[src/rtl/ram_burst_reader_if.sv]
// Bundles the control, RAM read-port and output-stream signals of the
// burst reader. The reader uses the master view; its environment uses slave.
interface ram_burst_reader_if #(
    parameter int ADDRWIDTH = 16,
    parameter int DATAWIDTH = 256,
    parameter int LENWIDTH  = ADDRWIDTH + 1
);
    logic                 start;
    logic [ADDRWIDTH-1:0] base_addr;
    logic [LENWIDTH-1:0]  burst_len;
    logic                 busy;
    logic                 done;
    logic [ADDRWIDTH-1:0] ram_addr;
    logic                 ram_read_enable;
    logic [DATAWIDTH-1:0] ram_data;
    logic [DATAWIDTH-1:0] out_data;
    logic                 out_valid;
    logic                 out_ready;

    modport master (
        input  start, base_addr, burst_len, ram_data, out_ready,
        output busy, done, ram_addr, ram_read_enable, out_data, out_valid
    );

    modport slave (
        output start, base_addr, burst_len, ram_data, out_ready,
        input  busy, done, ram_addr, ram_read_enable, out_data, out_valid
    );
endinterface

[src/rtl/ram_burst_reader.sv]
// Burst read engine for the display RAM: issues sequential reads, tracks the
// fixed RAM latency with a tag pipe and hands words out through a small
// first-word-fall-through FIFO. Reads are only issued when every word already
// requested has a guaranteed FIFO slot, so a stalled consumer never loses data.
//
// state | meaning
// IDLE  | waiting for start; a zero-length start just pulses done
// ISSUE | issuing reads while credit allows, until all words requested
// DRAIN | all reads issued; waiting for returns and for the FIFO to empty
module ram_burst_reader #(
    parameter int ADDRWIDTH  = 16,
    parameter int DATAWIDTH  = 256,
    parameter int LATENCY    = 2,
    parameter int FIFO_DEPTH = 4,
    parameter int LENWIDTH   = ADDRWIDTH + 1
) (
    input  logic              clk,
    input  logic              reset_n,
    ram_burst_reader_if.master bus
);
    localparam int PTRW = $clog2(FIFO_DEPTH);
    localparam int CNTW = PTRW + 1;
    localparam logic [CNTW:0] DEPTH_C = (CNTW + 1)'(FIFO_DEPTH);

    typedef enum logic [1:0] {
        IDLE  = 2'd0,
        ISSUE = 2'd1,
        DRAIN = 2'd2
    } state_t;

    state_t               state;
    state_t               state_next;
    logic                 done_r;
    logic                 done_next;
    logic                 strobe;
    logic                 credit_ok;
    logic [ADDRWIDTH-1:0] cur_addr;
    logic [LENWIDTH-1:0]  remaining;
    logic [LATENCY-1:0]   tag_pipe;
    logic [CNTW-1:0]      inflight;
    logic [CNTW-1:0]      fifo_count;
    logic [PTRW-1:0]      wr_ptr;
    logic [PTRW-1:0]      rd_ptr;
    logic [DATAWIDTH-1:0] fifo_mem [FIFO_DEPTH];
    logic                 push;
    logic                 pop;

    // Credit uses registered counts only, so a pop this cycle frees a slot next cycle.
    assign credit_ok = ({1'b0, inflight} + {1'b0, fifo_count}) < DEPTH_C;
    assign push      = tag_pipe[LATENCY-1];
    assign pop       = (fifo_count != '0) && bus.out_ready;

    // Next-state, read strobe and done request.
    always_comb begin
        state_next = state;
        done_next  = 1'b0;
        strobe     = 1'b0;
        case (state)
            IDLE: begin
                if (bus.start) begin
                    if (bus.burst_len == '0) begin
                        done_next = 1'b1;
                    end else begin
                        state_next = ISSUE;
                    end
                end
            end
            ISSUE: begin
                if (credit_ok) begin
                    strobe = 1'b1;
                    if (remaining == LENWIDTH'(1)) begin
                        state_next = DRAIN;
                    end
                end
            end
            DRAIN: begin
                if ((inflight == '0) && (fifo_count == '0)) begin
                    state_next = IDLE;
                    done_next  = 1'b1;
                end
            end
            default: state_next = IDLE;
        endcase
    end

    // State register and registered done pulse.
    always_ff @(posedge clk or negedge reset_n) begin
        if (!reset_n) begin
            state  <= IDLE;
            done_r <= 1'b0;
        end else begin
            state  <= state_next;
            done_r <= done_next;
        end
    end

    // Address and remaining-word counters: captured on start, stepped per strobe.
    always_ff @(posedge clk or negedge reset_n) begin
        if (!reset_n) begin
            cur_addr  <= '0;
            remaining <= '0;
        end else if ((state == IDLE) && bus.start) begin
            cur_addr  <= bus.base_addr;
            remaining <= bus.burst_len;
        end else if (strobe) begin
            cur_addr  <= cur_addr + 1'b1;
            remaining <= remaining - 1'b1;
        end
    end

    // Return tags follow each strobe through the RAM latency; inflight counts them.
    always_ff @(posedge clk or negedge reset_n) begin
        if (!reset_n) begin
            tag_pipe <= '0;
            inflight <= '0;
        end else begin
            tag_pipe[0] <= strobe;
            for (int i = 1; i < LATENCY; i++) begin
                tag_pipe[i] <= tag_pipe[i-1];
            end
            case ({strobe, push})
                2'b10:   inflight <= inflight + 1'b1;
                2'b01:   inflight <= inflight - 1'b1;
                default: inflight <= inflight;
            endcase
        end
    end

    // Output skid FIFO; head is presented combinationally.
    always_ff @(posedge clk or negedge reset_n) begin
        if (!reset_n) begin
            for (int i = 0; i < FIFO_DEPTH; i++) begin
                fifo_mem[i] <= '0;
            end
            wr_ptr     <= '0;
            rd_ptr     <= '0;
            fifo_count <= '0;
        end else begin
            if (push) begin
                fifo_mem[wr_ptr] <= bus.ram_data;
                wr_ptr           <= wr_ptr + 1'b1;
            end
            if (pop) begin
                rd_ptr <= rd_ptr + 1'b1;
            end
            case ({push, pop})
                2'b10:   fifo_count <= fifo_count + 1'b1;
                2'b01:   fifo_count <= fifo_count - 1'b1;
                default: fifo_count <= fifo_count;
            endcase
        end
    end

    assign bus.busy            = (state != IDLE);
    assign bus.done            = done_r;
    assign bus.ram_addr        = cur_addr;
    assign bus.ram_read_enable = strobe;
    assign bus.out_data        = fifo_mem[rd_ptr];
    assign bus.out_valid       = (fifo_count != '0);
endmodule

[src/flat_wrapper.sv]
// flat-port wrapper written by rule: the top's interface ports become plain ports
module ram_burst_reader_flat 
#(
    parameter int ADDRWIDTH  = 16,
    parameter int DATAWIDTH  = 256,
    parameter int LATENCY    = 2,
    parameter int FIFO_DEPTH = 4,
    parameter int LENWIDTH   = ADDRWIDTH + 1
)
  (clk, reset_n, bus_start, bus_base_addr, bus_burst_len, bus_ram_data, bus_out_ready, bus_busy, bus_done, bus_ram_addr, bus_ram_read_enable, bus_out_data, bus_out_valid);
  ram_burst_reader_if #(.ADDRWIDTH(ADDRWIDTH), .DATAWIDTH(DATAWIDTH), .LENWIDTH(LENWIDTH)) bus_i ();
  input  logic clk;
  input  logic reset_n;
  input wire logic [$bits(bus_i.start)-1:0] bus_start;
  input wire logic [$bits(bus_i.base_addr)-1:0] bus_base_addr;
  input wire logic [$bits(bus_i.burst_len)-1:0] bus_burst_len;
  input wire logic [$bits(bus_i.ram_data)-1:0] bus_ram_data;
  input wire logic [$bits(bus_i.out_ready)-1:0] bus_out_ready;
  output wire logic [$bits(bus_i.busy)-1:0] bus_busy;
  output wire logic [$bits(bus_i.done)-1:0] bus_done;
  output wire logic [$bits(bus_i.ram_addr)-1:0] bus_ram_addr;
  output wire logic [$bits(bus_i.ram_read_enable)-1:0] bus_ram_read_enable;
  output wire logic [$bits(bus_i.out_data)-1:0] bus_out_data;
  output wire logic [$bits(bus_i.out_valid)-1:0] bus_out_valid;
  assign bus_i.start = bus_start;
  assign bus_i.base_addr = bus_base_addr;
  assign bus_i.burst_len = bus_burst_len;
  assign bus_i.ram_data = bus_ram_data;
  assign bus_i.out_ready = bus_out_ready;
  assign bus_busy = bus_i.busy;
  assign bus_done = bus_i.done;
  assign bus_ram_addr = bus_i.ram_addr;
  assign bus_ram_read_enable = bus_i.ram_read_enable;
  assign bus_out_data = bus_i.out_data;
  assign bus_out_valid = bus_i.out_valid;
  ram_burst_reader #(.ADDRWIDTH(ADDRWIDTH), .DATAWIDTH(DATAWIDTH), .LATENCY(LATENCY), .FIFO_DEPTH(FIFO_DEPTH), .LENWIDTH(LENWIDTH)) u_core (.clk(clk), .reset_n(reset_n), .bus(bus_i));
endmodule
[config.mk]
export PLATFORM = sky130hd
export DESIGN_NAME = ram_burst_reader_flat
export DESIGN_NICKNAME = d
export VERILOG_FILES = /design/src/rtl/ram_burst_reader_if.sv /design/src/rtl/ram_burst_reader.sv /design/src/flat_wrapper.sv
export SDC_FILE = /design/constraint.sdc
export NUM_CORES = 1
export LEC_CHECK = 0
export CAP_MARGIN = 20
export CORE_ASPECT_RATIO = 1.75
export CORE_MARGIN = 1.5
export CORE_UTILIZATION = 25
export CTS_BUF_LIST = sky130_fd_sc_hd__clkbuf_16
export DETAILED_ROUTE_END_ITERATION = 6
export GPL_ROUTABILITY_DRIVEN = 0
export SETUP_SLACK_MARGIN = 0.05
export SYNTH_ARGS = -nofsm -noshare
export SYNTH_HDL_FRONTEND = slang
export SYNTH_SLANG_ARGS = --single-unit
[constraint.sdc]
create_clock -name clk -period 3.7 [get_ports clk]
set_input_delay 0.925 -clock clk [delete_from_list [all_inputs] [get_ports clk]]
set_output_delay 0.925 -clock clk [all_outputs]
set_load 0.03 [all_outputs]
=== Yosys cells after proc, flatten, opt, wreduce, memory -nomap -nowiden ===
Index checks and enable logic that the tools add are counted.

* Word-level logic and storage cells: 78
* Register bits: 1072

* Magnitude comparators: 4
* Multiplexer cells: 24
* Reduce and logical (&&, ||, !) cells: 14
* Bitwise gates (word level): 2
* Equality and inequality tests: 12
* $add $sub $neg: 9

{| class="wikitable"
|+ Operators by type and width
! cell !! count
|-
| $bwmux 1024 || 1
|-
| $mux 256 || 3
|-
| $bmux 256 s2 || 1
|-
| $demux 256 s2 || 1
|-
| $mux 17 || 2
|-
| $mux 16 || 2
|-
| $eq 17x1->1 const B || 1
|-
| $logic_not 17->1 || 1
|-
| $sub 17x1->17 const B || 1
|-
| $add 16x1->16 const B || 1
|-
| $pmux 3 s2 || 2
|-
| $mux 2 || 5
|-
| $reduce_bool 2->1 || 4
|-
| $add 3x1->3 const B || 2
|-
| $eq 2x1->1 const B || 3
|-
| $eq 2x2->1 const B || 3
|-
| $ge 3x3->1 const B || 2
|-
| $logic_not 3->1 || 2
|-
| $ne 2x1->1 const B || 3
|-
| $not 2->3 || 2
|-
| $pmux 2 s3 || 1
|-
| $sub 3x1->3 const B || 2
|-
| $mux 1 || 5
|-
| $reduce_and 5->1 || 1
|-
| 9 further kinds || 14
|}

=== Depth between registers and ports, before layout ===
Gate-level depths: netlist of run 1.

* Depth after elaboration: 6
* Depth in mapped cells: 10

=== Worst setup path before layout of run 1 ===
No wires, ideal clock.

* Path type: register -> register
* From: reg u_core.fifo_count[2]
* To: reg u_core.inflight[2]
* Period minus slack after synthesis: 2.850 ns
* Library setup time: 0.125 ns
* Path slack: 0.850 ns
* Path buffers: 2
* Cell stages (with the launch flop): 11
* Arrival: 2.724 ns
* Cell sequence: dfrtp_1 > ha_1 > or3_1 > or3_4 > clkbuf_1 > clkbuf_1 > ha_1 > fa_1 > xnor2_1 > nor2_1 > xor2_1

* Longest elaborated chain between the ends: 6

{| class="wikitable"
|+ Ends and longest elaborated chain
! element !! RTL line !! source
|-
| start: declaration || ram_burst_reader.sv:41 || <nowiki>logic [CNTW-1:0] fifo_count;</nowiki>
|-
| start signal: assignment || ram_burst_reader.sv:147 || <nowiki>2'b10: fifo_count <= fifo_count + 1'b1;</nowiki>
|-
| start signal: assignment || ram_burst_reader.sv:148 || <nowiki>2'b01: fifo_count <= fifo_count - 1'b1;</nowiki>
|-
| start signal: assignment || ram_burst_reader.sv:149 || <nowiki>default: fifo_count <= fifo_count;</nowiki>
|-
| $add 3x3->4 * || ram_burst_reader.sv:49 || <nowiki>assign credit_ok = ({1'b0, inflight} + {1'b0, fifo_count}) < DEPTH_C;</nowiki>
|-
| $lt 4x3->1 * || ram_burst_reader.sv:49 ||
|-
| $mux 1 * || ram_burst_reader.sv:69 || <nowiki>if (credit_ok) begin</nowiki>
|-
| $mux 1 * || ram_burst_reader.sv:58 || <nowiki>case (state)</nowiki>
|-
| $eq 2x1->1 or $eq 2x2->1 (tied branches) || ram_burst_reader.sv:121 || <nowiki>case ({strobe, push})</nowiki>
|-
| $pmux 3 s2 or $reduce_bool 2->1 (tied branches) || - ||
|-
| end signal: assignment || ram_burst_reader.sv:122 || <nowiki>2'b10: inflight <= inflight + 1'b1;</nowiki>
|-
| end signal: assignment || ram_burst_reader.sv:123 || <nowiki>2'b01: inflight <= inflight - 1'b1;</nowiki>
|-
| end signal: assignment || ram_burst_reader.sv:124 || <nowiki>default: inflight <= inflight;</nowiki>
|-
| end: declaration || ram_burst_reader.sv:40 || <nowiki>logic [CNTW-1:0] inflight;</nowiki>
|}

Every way passes the cells marked *; elsewhere a longest branch is shown, timed or not.
A chain may end at the register's enable or synchronous reset.

=== Final worst setup path of run 1 ===
* From: reg u_core.rd_ptr[0]
* To: out bus_out_data[88]

* Longest elaborated chain between the ends: 4

{| class="wikitable"
|+ Ends and longest elaborated chain
! element !! RTL line !! source
|-
| start: declaration || ram_burst_reader.sv:43 || <nowiki>logic [PTRW-1:0] rd_ptr;</nowiki>
|-
| start signal: assignment || ram_burst_reader.sv:144 || <nowiki>rd_ptr <= rd_ptr + 1'b1;</nowiki>
|-
| $not 2->3 (not written as such) || ram_burst_reader.sv:158 || <nowiki>assign bus.out_data = fifo_mem[rd_ptr];</nowiki>
|-
| $bmux 256 s2 || ram_burst_reader.sv:158 ||
|-
| $mux 256 (not written as such) (2 in a row) || ram_burst_reader.sv:158 ||
|-
| end: declaration || flat_wrapper.sv:23 || <nowiki>output wire logic [$bits(bus_i.out_data)-1:0] bus_out_data;</nowiki>
|}

Every way passes these cells. The select of a mux whose other input is x is not followed.

==> flow_summary.ini, run 1 <==
[setup_path]
cp_max_fo = 26
reg2reg_depth = 9
worstPathCellList = buf_16, buf_4, mux4_2, dlygate4sd2_1
crit_type = reg -> out
reg2reg_slack_ns = 0.77
critPathArrivalTime_ns = 2.68
end_kind = output port
critPathLaunchType = register
critPathSlowestCell = dfrtp_4
required_ns = 2.77
rr_endpoint = u_core.inflight[2]
r2r_start = u_core.fifo_count[2]
max_stage_delay_ns = 0.51

[status]
outcome = complete, no violations

[finish]
fin_util_pct = 31.9
drive_above_1_share_pct = 48.3
final_nets = 3726
seq_area_um2 = 26800
layout_common_cells = dfrtp_1 (1,070), mux2_2 (1,025), clkdlybuf4s50_1 (310), mux4_2 (256), dlygate4sd2_1 (133)
multi_input_area_um2 = 18800
instances_no_fill = 5947
fillers = 18300
area_delta_synth_final_pct = 27.3
finalInstanceArea_um2 = 59000
final_common_cell = dfrtp_1

[global_route]
grt_max_degree = 102
grt_first_pass_wirelength_um = 193000
grt_util_all_layers_pct = 13.4
gr-total-overflow = 0
antenna_found_initial = 23
grt_pass1_vias = 30100

[clock_tree]
clock_latency_ns = 0.72
cts_tree = built
cts-root-buf = clkbuf_16
clkTransAtPathRegs_ns = 0.07
numCtsBuffers = 106
cts_max_level = 3
cts_max_path_buffers = 3
cts.sink_count = 1072

[die]
dieArea_um2 = 188000
start_util_pct = 25.1
core_um2 = 185000
fp-row-count = 209
die_w_um = 329
die_h_um = 573
io_pins = 569

[logic_synthesis]
synthArstFlopShare_pct = 100
syn_inst = 2775
avgSynthCellArea_um2 = 16.7
yosys_warnings = 0
synth_edf_count = 0
ys.flop_type = dfrtp_1
ys_seq_area_share_pct = 57.8
synth_cell_types = 45
syn_nets = 3081
ys_ff_latch = 1072
synth_area_um2 = 46400

[drt]
firstDrtPassIters = 4
drt_iter0_drc = 919
ant_nets = 0
wl_per_cell_um = 21.8
drc = 0
viasPerCell = 4.55
vias = 27100
routed_wl_um = 129000

[timing]
setup_tns_ns = 0
rsz0062_at_grt = true
fin_crit_sh_pct = 97.4
finalWorstPathRequiredPeriod_ns = 3.60
relSlewSlack_pct = 50.2
fmax_ghz = 0.278
setup_violations = 0
worstMarginPinSlew_ns = 0.747
slew_violations = 0
fin_skew_ns = 0.0180
hold_viol = 0

[placement]
dpl_cell_area_um2 = 56000
place_inst = 5729
dp_hpwl_um = 88500
port_buffers = 568

[job]
drv_cap = 0

[power_and_ir_drop]
vdd_drop_max_uv = 620
p_per_area_nw_per_um2 = 1030
p_total_mw = 61.1
seqPwrFrac_pct = 34.2
swShare_pct = 38.2
clkPwrFrac_pct = 17.5
power_switching_mw = 23.4
p_comb_share_pct = 48.3
leakage_nw = 24.4
p_int_mw = 37.7

[min_path]
hold_path.class = in -> async
[area by class of cell]
cell class	count	share of cell area [%]
diodes	15	0.0636
repair buffers	724	11.8
inverters	14	0.0911
clock buffers	106	4.49
multi-input cells	1502	31.8
well taps	2426	5.14
clock inverters	88	1.21
flip-flops and latches	1072	45.4
[state kept, by name, summed over array words and instances, names as in the netlist]
| name | count |
|---|---|
| u_core.wr_ptr | 2 |
| u_core.bus.done | 1 |
| u_core.tag_pipe | 2 |
| u_core.bus.ram_addr | 16 |
| u_core.state | 2 |
| u_core.rd_ptr | 2 |
| u_core.fifo_count | 3 |
| u_core.remaining | 17 |
| u_core.inflight | 3 |
| u_core.fifo_mem | 1024 |
[logic make-up after synthesis]
family	Yosys count	share of synthesized area (%)
DFF	1072	57.8
and+or+nand+nor	120	1.35
xor gates and xnor gates	17	0.321
muxes	1282	37.3
buffers and inverters	201	1.78
adders and majority gates	13	0.383
AOI/OAI and AO/OA	70	1.01
[through the flow]
| step | hold WS [ns] | worst slack (ns) |
|---|---|---|
| floorplan | 0.331 | 0.850 |
| global placement | 0.332 | 0.443 |
| detailed placement | 0.337 | 0.439 |
| CTS | 0.148 | -0.176 |
| global route | 0.181 | -0.0655 |
| finish | 0.213 | 0.0973 |
[power by group through the flow]
stage | logic (mW) | registers [mW] | clock network [mW]
CTS | 29.9 | 20.9 | 11.1
global placement | 31.3 | 20.9 | 0
finish | 29.5 | 20.9 | 10.7
detailed placement | 31.7 | 21.1 | 0
floorplan | 20.8 | 19.8 | 0
global route | 31.3 | 21.5 | 11.5
[per-layer routing]
layer	wire (um)	up-vias	GRT usage (%)
met5	115	-	0
met4	3650	18	4.64
met3	8320	182	3.71
met2	68600	610	24.2
met1	48600	14500	14.8
li1	-	11700	-
[synth_stat cells (all sizes together) (2+ instances only)]
cell | count | area, um^2
a21oi | 11 | 55.1
a221o | 6 | 60.1
a31oi | 5 | 31.3
a32oi | 2 | 17.5
and2 | 4 | 25.0
and3 | 8 | 50.1
and4 | 2 | 17.5
buf | 66 | 318
clkbuf | 121 | 454
dfrtp | 1072 | 26800
fa | 2 | 40.0
ha | 11 | 138
inv | 13 | 48.8
mux2 | 1025 | 11500
mux4 | 256 | 5770
nand2 | 38 | 145
nand2b | 2 | 12.5
nand3 | 17 | 97.6
nand4 | 5 | 31.3
nor2 | 14 | 52.6
nor3 | 5 | 25.0
nor3b | 3 | 22.5
nor4 | 12 | 75.1
o211ai | 5 | 37.5
o21ai | 25 | 125
o311ai | 9 | 78.8
or3 | 5 | 36.3
or4 | 3 | 22.5
xnor2 | 7 | 61.3
xor2 | 10 | 87.6
[worst max path at each step]
stage | start | to | slack (ns)
floorplan | u_core.fifo_count[2] | u_core.inflight[2] | 0.85
global placement | u_core.rd_ptr[0] | bus_out_data[170] | 0.44
detailed placement | u_core.rd_ptr[0] | bus_out_data[170] | 0.44
CTS | u_core.rd_ptr[0] | bus_out_data[159] | -0.18
global route | u_core.rd_ptr[0] | bus_out_data[25] | -0.07
finish | u_core.rd_ptr[0] | bus_out_data[88] | 0.1
[critical path, delay by kind of cell, from the launching register on]
family / cells / cell delay, ns
flops: 1 / 0.51
mux: 1 / 0.51
buf+inv: 3 / 0.88
[timing repair]
item / in CTS / in global routing
endpoints found under the setup margin: 256 / 219
hold endpoints to repair: 0 / 0
gates cloned: 0 / 4
hold buffers: 0 / 0
gates resized for setup: 243 / 235
buffers inserted: 0 / 4
Note: power is estimated with default switching activity, not from simulation.
==> run 2, diff against run 1 <==
SKIP_LAST_GASP = 1   (was not set)
==> flow_summary.ini, run 2 (same netlist as run 1, synthesis figures left out) <==
[clock_tree]
cts.sink_count = 1072
numCtsBuffers = 106
clock_latency_ns = 0.72
clkTransAtPathRegs_ns = 0.07
cts-root-buf = clkbuf_16
cts_tree = built
cts_hold_buf = 0
cts_max_level = 3
cts_max_path_buffers = 3

[finish]
largest_reg_flops = 1024
fin_util_pct = 31.9
final_common_cell = dfrtp_1
drive_above_1_share_pct = 50.4
layout_common_cells = dfrtp_1 (1,070), mux2_2 (1,025), clkdlybuf4s50_1 (331), mux4_2 (256), clkbuf_2 (165)
final_nets = 3731
top_register = u_core.fifo_mem
fillers = 18300
area_delta_synth_final_pct = 27.0

[die]
die_h_um = 573
io_pins = 569
die_w_um = 329
dieArea_um2 = 188000
start_util_pct = 25.1
fp-row-count = 209
core_um2 = 185000

[timing]
fin_skew_ns = 0.0191
relSlewSlack_pct = 50.2
hold_viol = 0
setup_ws_ns = 0.0513
rsz0062_at_grt = true
fmax_ghz = 0.274
slew_violations = 0
setup_violations = 0
worstMarginPinSlew_ns = 0.747
fin_crit_sh_pct = 98.6
finalWorstPathRequiredPeriod_ns = 3.65

[drt]
wl_per_cell_um = 21.8
firstDrtPassIters = 7
routed_wl_um = 130000
drc = 0
ant_nets = 0
vias = 27100
viasPerCell = 4.55
drt_iter0_drc = 960

[global_route]
gr-total-overflow = 0
grt_first_pass_wirelength_um = 193000
antenna_found_initial = 25
grt_util_all_layers_pct = 13.4
grt_max_degree = 102
grt_pass1_vias = 30100

[setup_path]
critPathSlowestCell = clkdlybuf4s50_1
critPathLaunchType = register
path_buf_inv = 2
cp_top_family = buffers and inverters
crit_type = reg -> out
end_kind = output port
max_stage_delay_ns = 0.61
worstPathCellList = buf_8, mux4_2, clkdlybuf4s50_1
cp_max_fo = 24
required_ns = 2.77
critPathArrivalTime_ns = 2.72

[power_and_ir_drop]
p_comb_share_pct = 48.5
leakage_nw = 24.4
power_switching_mw = 23.4
p_int_mw = 37.8
swShare_pct = 38.2
vdd_drop_max_uv = 663
p_per_area_nw_per_um2 = 1040
clkPwrFrac_pct = 17.4
seqPwrFrac_pct = 34.1

[placement]
dp_slack_ns = 0.439
dp_hpwl_um = 88500
port_buffers = 568

[min_path]
hold_path.class = in -> async

[job]
drv_cap = 0

[status]
outcome = complete, no violations
[run 2: stage by stage]
| step | setup TNS (ns) | cell area, um^2 | hold slack, ns | std cells | power (mW) |
|---|---|---|---|---|---|
| after floorplan | 0 | 46400 | 0.331 | 2775 | 40.5 |
| after global placement | 0 | 56000 | 0.332 | 5729 | 52.2 |
| after detailed placement | 0 | 56000 | 0.337 | 5729 | 52.8 |
| after CTS | -17.54 | 59100 | 0.148 | 5923 | 62.1 |
| after global routing | -4.11 | 58900 | 0.181 | 5952 | 64.6 |
| final | 0 | 58900 | 0.211 | 5954 | 61.3 |
[run 2: cell type report]
cell class | instances | area (um^2) | share of cell area, %
Clock buffer | 106 | 2650 | 4.50
Sequential cell | 1072 | 26800 | 45.5
Clock inverter | 88 | 716 | 1.21
Multi-Input combinational cell | 1502 | 18800 | 31.9
Timing Repair Buffer | 729 | 6830 | 11.6
Tap cell | 2426 | 3040 | 5.15
Antenna cell | 17 | 42.5 | 0.0722
Inverter | 14 | 53.8 | 0.0913
[run 2: worst paths after layout]
path                                       from              endpoint  slack (ns)  cells past startpoint
max                            u_core.rd_ptr[0]     bus_out_data[241]        0.05                      3
min                                     reset_n  u_core.fifo_mem[628]        0.21                      1
max reg2reg                u_core.fifo_count[2]    u_core.inflight[2]        0.77                      9
min reg2reg                  u_core.tag_pipe[0]    u_core.tag_pipe[1]        0.35                      0
max in group asynchronous               reset_n      u_core.rd_ptr[0]        2.29                      2
min in group clk             u_core.tag_pipe[0]    u_core.tag_pipe[1]        0.35                      0
[run 2: what timing repair did]
| action | CTS | global route |
|---|---|---|
| gates cloned | 0 | 6 |
| buffers inserted | 0 | 7 |
| endpoints found under the setup margin | 256 | 251 |
| resized for setup | 212 | 380 |
[run 2: metal layers]
metal / up-vias / share of wire [%] / track usage (%)
met5: - / 0.086 / 0
met1: 14600 / 38 / 14.8
li1: 11700 / - / -
met3: 168 / 6.2 / 3.72
met2: 611 / 54 / 24.1
met4: 18 / 2.4 / 4.74
[run 2: power groups by stage]
stage	Clock [mW]	Sequential (mW)	Combinational (mW)
3_5_place_dp	0	21.1	31.7
5_1_grt	11.5	21.5	31.5
6_report	10.7	20.9	29.7
3_3_place_gp	0	20.9	31.3
2_1_floorplan	0	19.8	20.8
4_1_cts	11.1	20.9	30.1
